`config.mk`:
```
export PLATFORM = sky130hd
export DESIGN_NAME = count_snapshot_fifo_flat
export DESIGN_NICKNAME = d
export VERILOG_FILES = /design/src/rtl/count_snapshot_fifo_pkg.sv /design/src/rtl/count_snapshot_fifo_if.sv /design/src/rtl/count_snapshot_fifo_mem.sv /design/src/rtl/count_snapshot_fifo.sv /design/src/flat_wrapper.sv
export SDC_FILE = /design/constraint.sdc
export NUM_CORES = 1
export LEC_CHECK = 0
export CELL_PAD_IN_SITES_DETAIL_PLACEMENT = 0
export CELL_PAD_IN_SITES_GLOBAL_PLACEMENT = 2
export CORE_ASPECT_RATIO = 0.6
export CORE_MARGIN = 5
export CORE_UTILIZATION = 30
export DETAILED_ROUTE_END_ITERATION = 16
export MAX_ROUTING_LAYER = met4
export PLACE_DENSITY_LB_ADDON = 0.25
export SLEW_MARGIN = 15
export SYNTH_ARGS = -nofsm -noshare
export SYNTH_HDL_FRONTEND = slang
export SYNTH_SLANG_ARGS = --single-unit
```
`constraint.sdc`:
```
create_clock -name clk -period 3.7 [get_ports clk]
set_input_delay 0.74 -clock clk [delete_from_list [all_inputs] [get_ports clk]]
set_output_delay 0.74 -clock clk [all_outputs]
set_load 0.02 [all_outputs]
```
`src/rtl/count_snapshot_fifo_pkg.sv`:
```
// Shared constants and sizing helpers for the count snapshot FIFO.
// Optional drop counter is enabled by defining SNAP_DROP_CNT_EN.
package count_snap_pkg;
  localparam int DROP_CNT_W    = 8;
  localparam int DEFAULT_N     = 4;
  localparam int DEFAULT_DEPTH = 4;

  function automatic int level_w(input int depth);
    return $clog2(depth) + 1;
  endfunction
endpackage

```
`src/rtl/count_snapshot_fifo_if.sv`:
```
// Valid/ready snapshot read port between the FIFO head and its reader.
// Master drives data/valid, slave drives ready.
interface count_snapshot_fifo_if #(
  parameter int N = 4
);
  logic [N-1:0] snap_data;
  logic         snap_valid;
  logic         snap_ready;

  modport master (
    output snap_data,
    output snap_valid,
    input  snap_ready
  );

  modport slave (
    input  snap_data,
    input  snap_valid,
    output snap_ready
  );
endinterface

```
`src/rtl/count_snapshot_fifo_mem.sv`:
```
// Storage array, wrapping read/write pointers and registered level.
// Push/pop arrive already qualified by the top level.
module snap_fifo_mem
  import count_snap_pkg::*;
#(
  parameter int N     = DEFAULT_N,
  parameter int DEPTH = DEFAULT_DEPTH,
  parameter int LW    = level_w(DEPTH)
) (
  input  logic          clk,
  input  logic          rst,
  input  logic          i_push,
  input  logic          i_pop,
  input  logic [N-1:0]  i_wdata,
  output logic [N-1:0]  o_rdata,
  output logic [LW-1:0] o_level
);
  localparam int AW = $clog2(DEPTH);

  logic [N-1:0]  r_mem [DEPTH];
  logic [AW-1:0] r_wr_ptr;
  logic [AW-1:0] r_rd_ptr;
  logic [LW-1:0] r_level;

  always_ff @(posedge clk or posedge rst) begin
    if (rst) begin
      for (int i = 0; i < DEPTH; i++) r_mem[i] <= '0;
    end else if (i_push) begin
      r_mem[r_wr_ptr] <= i_wdata;
    end
  end

  // DEPTH is a power of two, so pointers wrap by natural overflow
  always_ff @(posedge clk or posedge rst) begin
    if (rst) begin
      r_wr_ptr <= '0;
      r_rd_ptr <= '0;
      r_level  <= '0;
    end else begin
      if (i_push) r_wr_ptr <= r_wr_ptr + 1'b1;
      if (i_pop)  r_rd_ptr <= r_rd_ptr + 1'b1;
      unique case ({i_push, i_pop})
        2'b10:   r_level <= r_level + 1'b1;
        2'b01:   r_level <= r_level - 1'b1;
        default: r_level <= r_level;
      endcase
    end
  end

  assign o_rdata = r_mem[r_rd_ptr];
  assign o_level = r_level;
endmodule

```
`src/rtl/count_snapshot_fifo.sv`:
```
// Timestamps trigger pulses by capturing the upstream count into a FIFO.
// Define SNAP_DROP_CNT_EN to add the saturating drop_cnt output.
module count_snapshot_fifo
  import count_snap_pkg::*;
#(
  parameter int N     = DEFAULT_N,
  parameter int DEPTH = DEFAULT_DEPTH
) (
  input  logic                        clk,
  input  logic                        rst,
  input  logic [N-1:0]                count_in,
  input  logic                        trig,
  count_snapshot_fifo_if.master       snap,
  output logic [level_w(DEPTH)-1:0]   level,
  output logic                        full,
  output logic                        empty,
  output logic                        overflow,
`ifdef SNAP_DROP_CNT_EN
  output logic [DROP_CNT_W-1:0]       drop_cnt,
`endif
  input  logic                        ovf_clr
);
  localparam int LW = level_w(DEPTH);

  logic [LW-1:0] w_level;
  logic [N-1:0]  w_rdata;
  logic          w_full;
  logic          w_empty;
  logic          w_pop;
  logic          w_push;
  logic          w_drop;
  logic          r_overflow;

  assign w_full  = (w_level == LW'(DEPTH));
  assign w_empty = (w_level == '0);
  assign w_pop   = !w_empty && snap.snap_ready;
  assign w_push  = trig && (!w_full || w_pop);
  assign w_drop  = trig && w_full && !w_pop;

  snap_fifo_mem #(
    .N     (N),
    .DEPTH (DEPTH),
    .LW    (LW)
  ) u_mem (
    .clk     (clk),
    .rst     (rst),
    .i_push  (w_push),
    .i_pop   (w_pop),
    .i_wdata (count_in),
    .o_rdata (w_rdata),
    .o_level (w_level)
  );

  // A drop in the clearing cycle keeps the flag set
  always_ff @(posedge clk or posedge rst) begin
    if (rst)          r_overflow <= 1'b0;
    else if (w_drop)  r_overflow <= 1'b1;
    else if (ovf_clr) r_overflow <= 1'b0;
  end

`ifdef SNAP_DROP_CNT_EN
  logic [DROP_CNT_W-1:0] r_drop_cnt;

  always_ff @(posedge clk or posedge rst) begin
    if (rst) begin
      r_drop_cnt <= '0;
    end else if (w_drop) begin
      if (ovf_clr)           r_drop_cnt <= DROP_CNT_W'(1);
      else if (~&r_drop_cnt) r_drop_cnt <= r_drop_cnt + 1'b1;
    end else if (ovf_clr) begin
      r_drop_cnt <= '0;
    end
  end

  assign drop_cnt = r_drop_cnt;
`endif

  assign snap.snap_data  = w_rdata;
  assign snap.snap_valid = !w_empty;
  assign level           = w_level;
  assign full            = w_full;
  assign empty           = w_empty;
  assign overflow        = r_overflow;
endmodule

```
`src/flat_wrapper.sv`:
```
// flat-port wrapper written by rule: the top's interface ports become plain ports
module count_snapshot_fifo_flat import count_snap_pkg::*;
#(
  parameter int N     = DEFAULT_N,
  parameter int DEPTH = DEFAULT_DEPTH
)
  (clk, rst, count_in, trig, level, full, empty, overflow, ovf_clr, snap_snap_data, snap_snap_valid, snap_snap_ready);
  count_snapshot_fifo_if #(.N(N)) snap_i ();
  input  logic clk;
  input  logic rst;
  input  logic [N-1:0] count_in;
  input  logic trig;
  output logic [level_w(DEPTH)-1:0] level;
  output logic full;
  output logic empty;
  output logic overflow;
  input  logic ovf_clr;
  output wire logic [$bits(snap_i.snap_data)-1:0] snap_snap_data;
  output wire logic [$bits(snap_i.snap_valid)-1:0] snap_snap_valid;
  input wire logic [$bits(snap_i.snap_ready)-1:0] snap_snap_ready;
  assign snap_snap_data = snap_i.snap_data;
  assign snap_snap_valid = snap_i.snap_valid;
  assign snap_i.snap_ready = snap_snap_ready;
  count_snapshot_fifo #(.N(N), .DEPTH(DEPTH)) u_core (.clk(clk), .rst(rst), .count_in(count_in), .trig(trig), .snap(snap_i), .level(level), .full(full), .empty(empty), .overflow(overflow), .ovf_clr(ovf_clr));
endmodule
```
==> impl_results.md, run 1 <==
- Pin count of the biggest net entering global routing: 25
- Slew HR: 40.8%
- Worst VDD drop: 0.341 mV
- Die Wd: 90.4 um
- Core area: 3700 um^2
- Final Util: 40.0%
- Power share of the combinational group: 46.6%
- Clk buf depth: 2
- Compound-Gate Fraction of Synth Area: 1.29%
- Status: finished, final reports clean
- CTS Buf Count: 3
- Fin nets: 122
- Layout Area Growth over Synthesis: 27.2%
- Fill count: 362
- P_sw: 0.000475 W
- Critical Path Start Type: register
- Worst EP required: 2.96 ns
- Vias in the first global route: 722
- Tot GR Track Use: 9.72%
- CP Max Fanout: 5
- Clock Power Share: 16.2%
- Worst setup path category: register to output pin
- Root buf cell: clkbuf_8
- Final Hold Violating Endpoints: 0
- Syn avg cell area: 13.9 um^2
- Maximum clock frequency: 0.379 GHz
- Commonest non-fill, non-tap cell in the layout: dfrtp_1
- Starting Density: 31.4%
- Vias/cell: 4.46
- Net Sw Frac: 34.2%
- Minimum clock period: 2.64 ns
- Hold Crit Class: register to register
- Worst-Skew Late Latency: 0.26 ns
- Aggregate global routing overflow: 0
- Critical Path Slowest Stage Cell: clkdlybuf4s50_1
- # resized after CTS: 0
- Post CTS Setup Buffer Count: 0
- Mux share of post-synthesis cell area: 25.1%
- Final wirelength: 2.18 mm
- Global-route wire length before repair: 3.81 mm
- First-pass DRT Iterations: 2
- Seq cells post-synth: 24
- Die Ht: 58.2 um
- Post-synthesis simple-gate area fraction: 7.53%
- Post-Place Cells: 149
- Final period util: 71.4%
- Max Cap Viol: 0
- Iteration-0 DRC Markers: 15
- Adder-cell share of the synthesized area: 7.10%
- DRT antenna net count: 0
- RSZ-0062 raised after global routing: false
- CP max stage delay: 0.57 ns
- Critical Path End Type: output pin
- Met1 WL: 1.18 mm
- Seq/Total Area, Yosys: 51.6%
- Cell area after synthesis: 1160 um^2
- Post-Route Setup TNS: 0 ns
- Cts hold-fix bufs: 0
- Largest family of logic cells by synthesized area: multiplexers
- Synth Net Count: 99
- DP HPWL: 1.73 mm
- Num rows: 17
- DRC Markers: 0
- Top-Level Pins: 20
- Routed met2 length: 896 um
- Initial antenna violation count: 0
- P_leak: 0.643 nW
- Internal power: 0.000915 W
- Count of final setup violators: 0
- Tightest Pin Transition: 0.888 ns
- Clock slew at reported path FFs: 0.08 ns
- CP arrival: 1.90 ns
- Placer congestion estimate: 0.667
- Pwr Density: 939 nW/um^2
- H-tree depth: 1
- Yosys cell types: 18
- Max Used Layer: met4
- Antenna diode count: 0
- Clock sink count: 24
- Fin. max-slew vios: 0
- YS warnings: 0
- CTS tree: yes
- Met3 WL: 88 um
- Port Buffers: 19
- Seq pwr share: 37.2%
- Xor/xnor share of the synthesized area: 4.52%
- DR vias: 683
- Wirelength per Cell: 14.3 um
- Fin cells: 153
- Die ar.: 5260 um^2
- Highest-count cells in the layout ignoring fill and taps: dfrtp_1, clkdlybuf4s50_1, mux2_2, inv_1, nand2_1
- CP Buf/Inv Count: 1
- Crit path max-delay family: buffers and inverters
- Clk_skew: 0.00113 ns
- Crit path cell chain: mux4_2 > clkdlybuf4s50_1
- Share of cells above drive strength 1: 27.4%
- Mapped Cells: 84
-- registers in the layout, summed over array words and instances (netlist names) --
| signal | count |
|---|---|
| u_core.u_mem.r_rd_ptr | 2 |
| u_core.overflow | 1 |
| u_core.u_mem.r_mem | 16 |
| u_core.u_mem.o_level | 3 |
| u_core.u_mem.r_wr_ptr | 2 |
-- stage by stage --
stage	hold WS [ns]	worst slack, ns	power [W]	area, um^2
global route	0.527	0.940	0.00149	1480
CTS	0.511	1.04	0.00141	1480
finish	0.509	1.06	0.00139	1480
detailed placement	0.491	0.802	0.00118	1410
global placement	0.486	0.853	0.00117	1410
floorplan	0.475	1.42	0.000931	1160
-- metal layers --
| layer | track usage [%] | vias up |
|---|---|---|
| li1 | - | 328 |
| met1 | 13.0 | 341 |
| met2 | 13.9 | 12 |
| met3 | 3.63 | 2 |
| met4 | 2.55 | 0 |
| met5 | - | - |
-- path summary, 6_finish.rpt --
path	cells past startpoint	end	startpoint	slack, ns
max in group asynchronous	2	u_core.u_mem.r_mem[6]	rst	2.18
worst max-delay path	2	snap_snap_data[2]	u_core.u_mem.r_rd_ptr[1]	1.06
worst max register to register	8	u_core.u_mem.o_level[2]	u_core.u_mem.o_level[0]	1.48
worst min register to register	1	u_core.u_mem.r_mem[8]	u_core.u_mem.r_mem[8]	0.51
min in group asynchronous	2	u_core.u_mem.r_mem[5]	rst	0.97
worst min-delay path	1	u_core.u_mem.r_mem[8]	u_core.u_mem.r_mem[8]	0.51
-- final cells by class --
| class | count | area [um^2] | share of cell area, % |
|---|---|---|---|
| Tap cell | 47 | 58.8 | 3.97 |
| Multi-Input combinational cell | 51 | 529 | 35.8 |
| Clock buffer | 3 | 41.3 | 2.79 |
| Timing Repair Buffer | 19 | 190 | 12.8 |
| Sequential cell | 24 | 601 | 40.6 |
| Inverter | 8 | 30.0 | 2.03 |
| Clock inverter | 1 | 30.0 | 2.03 |
-- power by group through the flow --
| stage | clock [W] | sequential [W] | combinational, W |
|---|---|---|---|
| 3_3_place_gp | 0 | 0.000518 | 0.000648 |
| 6_report | 0.000226 | 0.000517 | 0.000648 |
| 3_5_place_dp | 0 | 0.000524 | 0.000659 |
| 4_1_cts | 0.000232 | 0.000519 | 0.000660 |
| 2_1_floorplan | 0 | 0.000501 | 0.000430 |
| 5_1_grt | 0.000245 | 0.000542 | 0.000702 |
-- Yosys cell counts (all sizes together) --
cell type | number | share of area, %
ha | 5 | 5.4
mux2 | 17 | 16
o31a | 1 | 0.86
or2b | 1 | 0.75
clkbuf | 1 | 0.32
or3 | 1 | 0.65
dfrtp | 24 | 52
nand2 | 6 | 1.9
mux2i | 1 | 0.86
fa | 1 | 1.7
nor2 | 5 | 1.6
inv | 8 | 2.6
and3 | 1 | 0.54
nor4b | 1 | 2.0
xor2 | 3 | 2.3
mux4 | 4 | 7.7
xnor2 | 3 | 2.3
o21ai | 1 | 0.43
-- worst register-to-register path, stage by stage (launching register included) --
cell and delay (ns):
dfrtp_1 0.47, nor4b_4 0.43, or2b_2 0.22, ha_1 0.19, inv_1 0.06, fa_1 0.37, xor2_1 0.15, nor2_1 0.11
xor2_1 0.15
-- cells by family after synthesis --
logic type / count (synthesis)
flip-flops: 24
multiplexers: 22
AO/OA/AOI/OAI: 2
AND/OR/NAND/NOR: 15
XOR/XNOR: 6
adder cells (fa/ha/maj): 6
buffers and inverters: 9
No activity file was read; power rests on OpenSTA's default activity.
==> run 2, diff against run 1 <==
Clock period 3.7 ns to 2.2 ns, I/O delays scaled along.
==> run 2 against run 1 <==
Via count grew 6.6%. Worst hold slack lost 0.00058 ns. Die area is the same.
==> impl_results.md, run 2 (synthesized netlist as in run 1, its figures left out) <==
- Status: finished, final reports clean
- Reg area: 603 um^2 (+0.42%)
- Area of the multi-input gates: 532 um^2 (+0.47%)
- P_sw: 0.000805 W (+69%)
- CTS tree: yes
- Port Buffers: 19 (unchanged)
- Antenna diode count: 0 (unchanged)
- Critical Path End Type: output pin
- DRC Markers: 0 (unchanged)
- Cts hold-fix bufs: 0 (unchanged)
- CP Launch Point: u_core.u_mem.r_rd_ptr[1]
- Final wirelength: 2.24 mm (+2.7%)
- Count of final setup violators: 0 (unchanged)
- Pin count of the biggest net entering global routing: 25 (unchanged)
- Share of cells above drive strength 1: 36.4% (+9.1 points)
- Worst setup path category: register to output pin
- CTS Buf Count: 3 (unchanged)
- Worst EP required: 1.76 ns (-1.20 ns)
- Global-route wire length before repair: 3.75 mm (-1.6%)
- Tot Pwr: 0.00228 W (+64%)
- Final Hold Violating Endpoints: 0 (unchanged)
- Starting Density: 31.4% (unchanged)
- Root buf cell: clkbuf_8
- DR vias: 728 (+6.6%)
- Vias/cell: 4.41 (-1.2%)
- Final period util: 92.9%
- Initial antenna violation count: 0 (unchanged)
- HP Start: u_core.u_mem.r_mem[6]
- RSZ-0062 raised after global routing: false
- Worst VDD drop: 0.621 mV (+82%)
- Fin nets: 134 (+9.8%)
- Most flop-heavy register: u_core.u_mem.r_mem
- Tightest Pin Transition: 0.313 ns (-0.575 ns)
- Post-DP Area: 1500 um^2 (+6.4%)
- Num rows: 17 (unchanged)
- P_leak: 0.739 nW (+15%)
- Critical Path Start Type: register
- Tot GR Track Use: 9.41% (-0.30 points)
- Clk_skew: 0.00140 ns (+0.000270 ns)
- First-pass DRT Iterations: 3 (+1)
- Die Wd: 90.4 um (unchanged)
- CP arrival: 1.60 ns (-0.30 ns)
- H-tree depth: 1 (unchanged)
- Pwr Density: 1460 nW/um^2 (+55%)
- Clock slew at reported path FFs: 0.08 ns (about the same)
- Design area: 1560 um^2 (+5.4%)
- Clock Power Share: 12.9% (-3.3 points)
- Wirelength per Cell: 13.6 um (-4.8%)
- DRT antenna net count: 0 (unchanged)
- Minimum clock period: 2.04 ns
- Seq pwr share: 37.5% (+0.3 points)
- Net Sw Frac: 35.4% (+1.2 points)
- Worst-Skew Late Latency: 0.26 ns (about the same)
- Maximum clock frequency: 0.489 GHz
- Iteration-0 DRC Markers: 29 (+14)
- Aggregate global routing overflow: 0 (unchanged)
- Core area: 3700 um^2 (unchanged)
- Top-Level Pins: 20 (unchanged)
- Power share of the combinational group: 49.5% (+2.9 points)
- Slew HR: 79.2% (+38 points)
- Post-Place Cells: 161 (+8.1%)
- Layout Area Growth over Synthesis: 34.1%
- CP Max Fanout: 5 (unchanged)
- Placer congestion estimate: 0.683 (+2.4%)
- Die ar.: 5260 um^2 (unchanged)
- Vias in the first global route: 726 (+0.55%)
- Commonest non-fill, non-tap cell in the layout: dfrtp_1
- Max Cap Viol: 0 (unchanged)
- Die Ht: 58.2 um (unchanged)
- Highest-count cells in the layout ignoring fill and taps: dfrtp_1, mux2_2, buf_4, clkdlybuf4s50_1, inv_1
- Fin cells: 165 (+7.8%)
- DP HPWL: 1.76 mm (+1.7%)
- Fin. max-slew vios: 0 (unchanged)
- Worst flop-to-flop path startpoint: u_core.u_mem.o_level[1]
- Clk buf depth: 2 (unchanged)
- Max reg flops: 16 (unchanged)
- Internal power: 0.00147 W (+61%)
- Fill count: 367 (+1.4%)
- Clock sink count: 24 (unchanged)
- Hold Crit Class: register to register
[run 2: changes by cell type in the layout (fill, tap and decap cells not counted), sizes merged]
cell,change
buf,+12
clkdlybuf4s50,-8
dlygate4sd2,+5
dlymetal6s2s,+3
bufinv,-1
clkbuf,+1
[run 2: worst max-delay path, cell delays in order (launching register included)]
cell           delay [ns]
dfrtp_2              0.47
mux4_2               0.54
dlygate4sd2_1        0.34
[run 2: power by group through the flow]
stage | logic, W | registers [W] | clock network [W]
finish | 0.00113 | 0.000854 | 0.000294
global route | 0.00123 | 0.000883 | 0.000320
CTS | 0.00115 | 0.000858 | 0.000306
detailed placement | 0.00120 | 0.000864 | 0
global placement | 0.00118 | 0.000854 | 0
floorplan | 0.000724 | 0.000842 | 0
[run 2: repair_timing]
action	CTS	global route
gates cloned	0	0
endpoints found under the setup margin	6	3
buffers inserted	0	0
resized for setup	7	4
pin swaps	0	1
[run 2: final cells by class]
| class | count | share of cell area, % |
|---|---|---|
| flip-flops and latches | 24 | 38.7 |
| well taps | 47 | 3.77 |
| clock buffers | 4 | 3.53 |
| inverters | 8 | 1.92 |
| repair buffers | 31 | 18.0 |
| multi-input cells | 51 | 34.1 |
[run 2: layer usage]
| layer | vias to the layer above | wire length, um | GRT usage [%] |
|---|---|---|---|
| li1 | 355 | - | - |
| met1 | 359 | 1200 | 13.4 |
| met2 | 12 | 913 | 12.3 |
| met3 | 2 | 119 | 4.28 |
| met4 | 0 | 11 | 1.27 |
| met5 | - | 0 | - |
[run 2: worst paths after layout]
path	end	slack [ns]	cells after the start
setup / recovery	snap_snap_data[2]	0.16	2
hold / removal	u_core.u_mem.r_mem[6]	0.51	1
setup reg to reg	u_core.u_mem.o_level[2]	0.24	8
hold reg to reg	u_core.u_mem.r_mem[6]	0.51	1
max in group asynchronous	u_core.u_mem.r_rd_ptr[0]	1.42	3
min in group asynchronous	u_core.u_mem.o_level[0]	0.52	3
[run 2: per-stage QoR]
step / TNS, ns / utilization (%) / setup slack [ns] / hold slack [ns]
2_1_floorplan: 0 / - / 0.0640 / 0.455
4_1_cts: 0 / 41.9 / 0.00109 / 0.511
6_report: 0 / 42.2 / 0.156 / 0.508
5_1_grt: 0 / 42.2 / 0.103 / 0.516
3_5_place_dp: -0.240 / 40.5 / -0.204 / 0.491
3_3_place_gp: -0.136 / 40.5 / -0.126 / 0.486
==> run 3, diff against run 2 <==
Settings changed: ABC_AREA set to 0, CORE_ASPECT_RATIO 0.6 to 0.8, GPL_ROUTABILITY_DRIVEN set to 0.
==> run 3 against run 2 <==
Cell area grew 1.1%. Global-route usage is 0.75 points higher. First-iteration DRC count is 31% lower. Worst hold slack got worse by 0.012 ns. Sequential cell count unchanged. Sequential share of layout area decreased by 0.59 points. Wire length fell by 2.0%.
==> impl_results.md, run 3 (synthesized netlist as in run 1, its figures left out) <==
- Status: finished, final reports clean
- Layout Area Growth over Synthesis: 35.6%
- Hold Crit Class: input pin to async pin
- Reg area: 601 um^2 (-0.41%)
- Tightest Pin Transition: 0.312 ns (-0.000975 ns)
- Iteration-0 DRC Markers: 20 (-31%)
- CP Buf/Inv Count: 2 (+1)
- Worst setup path category: register to output pin
- CTS Buf Count: 3 (unchanged)
- RSZ-0062 raised after global routing: false
- Count of final setup violators: 0 (unchanged)
- Final Util: 41.8% (-0.40 points)
- Cts hold-fix bufs: 0 (unchanged)
- Die Wd: 79.6 um (-12%)
- Core area: 3780 um^2 (+2.1%)
- Crit path cell chain: or3_2 > inv_1 > dlygate4sd2_1
- Final wirelength: 2.20 mm (-2.0%)
- Hold_ws: 0.497 ns (-0.0116 ns)
- Worst-Skew Late Latency: 0.27 ns (about the same)
- Global-route wire length before repair: 3.93 mm (+5.0%)
- Highest-count cells in the layout ignoring fill and taps: dfrtp_1, mux2_2, clkdlybuf4s50_1, buf_4, inv_1
- Starting Density: 30.8% (-0.65 points)
- Antenna diode count: 0 (unchanged)
- Worst EP required: 1.76 ns (about the same)
- Final Hold Violating Endpoints: 0 (unchanged)
- Worst VDD drop: 0.516 mV (-17%)
- Clk_skew: 0.00681 ns (+0.00541 ns)
- Area of the multi-input gates: 532 um^2 (unchanged)
- Vias in the first global route: 784 (+8.0%)
- Maximum clock frequency: 0.484 GHz (-1.2%)
- Critical Path Slowest Stage Cell: or3_2
- Root buf cell: clkbuf_8
- Pwr Density: 1490 nW/um^2 (+2.1%)
- Vias/cell: 4.14 (-6.1%)
- H-tree depth: 1 (unchanged)
- CP max stage delay: 0.51 ns (-0.03 ns)
- Fin nets: 134 (unchanged)
- Commonest non-fill, non-tap cell in the layout: dfrtp_1
- Die ar.: 5230 um^2 (-0.62%)
- Fin. max-slew vios: 0 (unchanged)
- Fin cells: 173 (+4.8%)
- CTS tree: yes
- Clk buf depth: 2 (unchanged)
- Share of cells above drive strength 1: 34.7% (-1.7 points)
- P_leak: 0.723 nW (-2.1%)
- First-pass DRT Iterations: 3 (unchanged)
- Port Buffers: 19 (unchanged)
- DRT antenna net count: 0 (unchanged)
- Tot GR Track Use: 10.2% (+0.75 points)
- CP Max Fanout: 6 (+1)
- Wirelength per Cell: 12.7 um (-6.5%)
- Pin count of the biggest net entering global routing: 25 (unchanged)
- Num rows: 20 (+3)
- Critical Path End Type: output pin
- Critical Path Start Type: register
- DP HPWL: 1.66 mm (-5.9%)
- Die Ht: 65.7 um (+13%)
- Initial antenna violation count: 0 (unchanged)
- Most flop-heavy register: u_core.u_mem.r_mem
- Clock slew at reported path FFs: 0.09 ns (about the same)
- Clock sink count: 24 (unchanged)
- Top-Level Pins: 20 (unchanged)
- CP arrival: 1.63 ns (+0.03 ns)
- Aggregate global routing overflow: 0 (unchanged)
- Minimum clock period: 2.07 ns (+0.0241 ns)
- DRC Markers: 0 (unchanged)
- DR vias: 717 (-1.5%)
- Max Cap Viol: 0 (unchanged)
- Max reg flops: 16 (unchanged)
- Crit path max-delay family: simple AND/OR/NAND/NOR gates
- Post-Place Cells: 168 (+4.3%)
- Final period util: 94.0% (+1.1 points)
- Slew HR: 79.2% (about the same)
- Fill count: 359 (-2.2%)
==> run 3: where the power goes <==
group	switching, W	total [W]	internal (W)
Clock	0.000148	0.000392	0.000243
Combinational	0.000482	0.00112	0.000633
Sequential	0.000175	0.000842	0.000667
==> run 3: final cells by class <==
| class | count | area share, % |
|---|---|---|
| inverter | 8 | 1.90 |
| timing repair buffer | 31 | 17.4 |
| multi-input combinational | 51 | 33.7 |
| clock inverter | 1 | 1.90 |
| sequential | 24 | 38.1 |
| tap | 55 | 4.36 |
| clock buffer | 3 | 2.62 |
==> run 3: per-layer routing <==
metal,vias up,GRT usage (%),part of all wire (%)
met5,-,-,0
met4,0,3.22,1.2
met3,4,3.56,4.9
met2,11,14.9,45
met1,347,13.2,48
li1,355,-,-
==> run 3: metrics by stage <==
step / area [um^2] / total power (W) / setup slack (ns) / TNS [ns]
global route: 1580 / 0.00253 / 0.00935 / 0
global placement: 1500 / 0.00203 / -0.138 / -0.175
finish: 1580 / 0.00235 / 0.132 / 0
detailed placement: 1500 / 0.00205 / -0.162 / -0.209
CTS: 1570 / 0.00238 / 0.108 / 0
floorplan: 1160 / 0.00157 / 0.0640 / 0
==> run 3: path summary, 6_finish.rpt <==
path	slack, ns	end	startpoint	cells past startpoint
min reg2reg	0.51	u_core.u_mem.r_mem[5]	u_core.u_mem.r_mem[5]	1
max in group asynchronous	1.46	u_core.overflow	rst	3
min	0.50	u_core.u_mem.o_level[0]	rst	3
max reg2reg	0.19	u_core.u_mem.o_level[2]	u_core.u_mem.o_level[0]	8
max	0.13	empty	u_core.u_mem.o_level[0]	3
min in group clk	0.51	u_core.u_mem.r_mem[5]	u_core.u_mem.r_mem[5]	1
==> run 3: what timing repair did <==
action,in CTS,in global routing
buffers inserted,0,1
setup endpoints to repair,6,1
gates resized for setup,6,2
pin swaps,0,2
==> run 3: worst reg2reg max path: stages (launching register included) <==
cell     delay (ns)
dfrtp_1        0.47
nor4b_4        0.32
or2b_4         0.16
ha_1           0.16
inv_1          0.05
fa_1           0.37
xor2_1         0.15
nor2_1         0.13
xor2_1         0.14
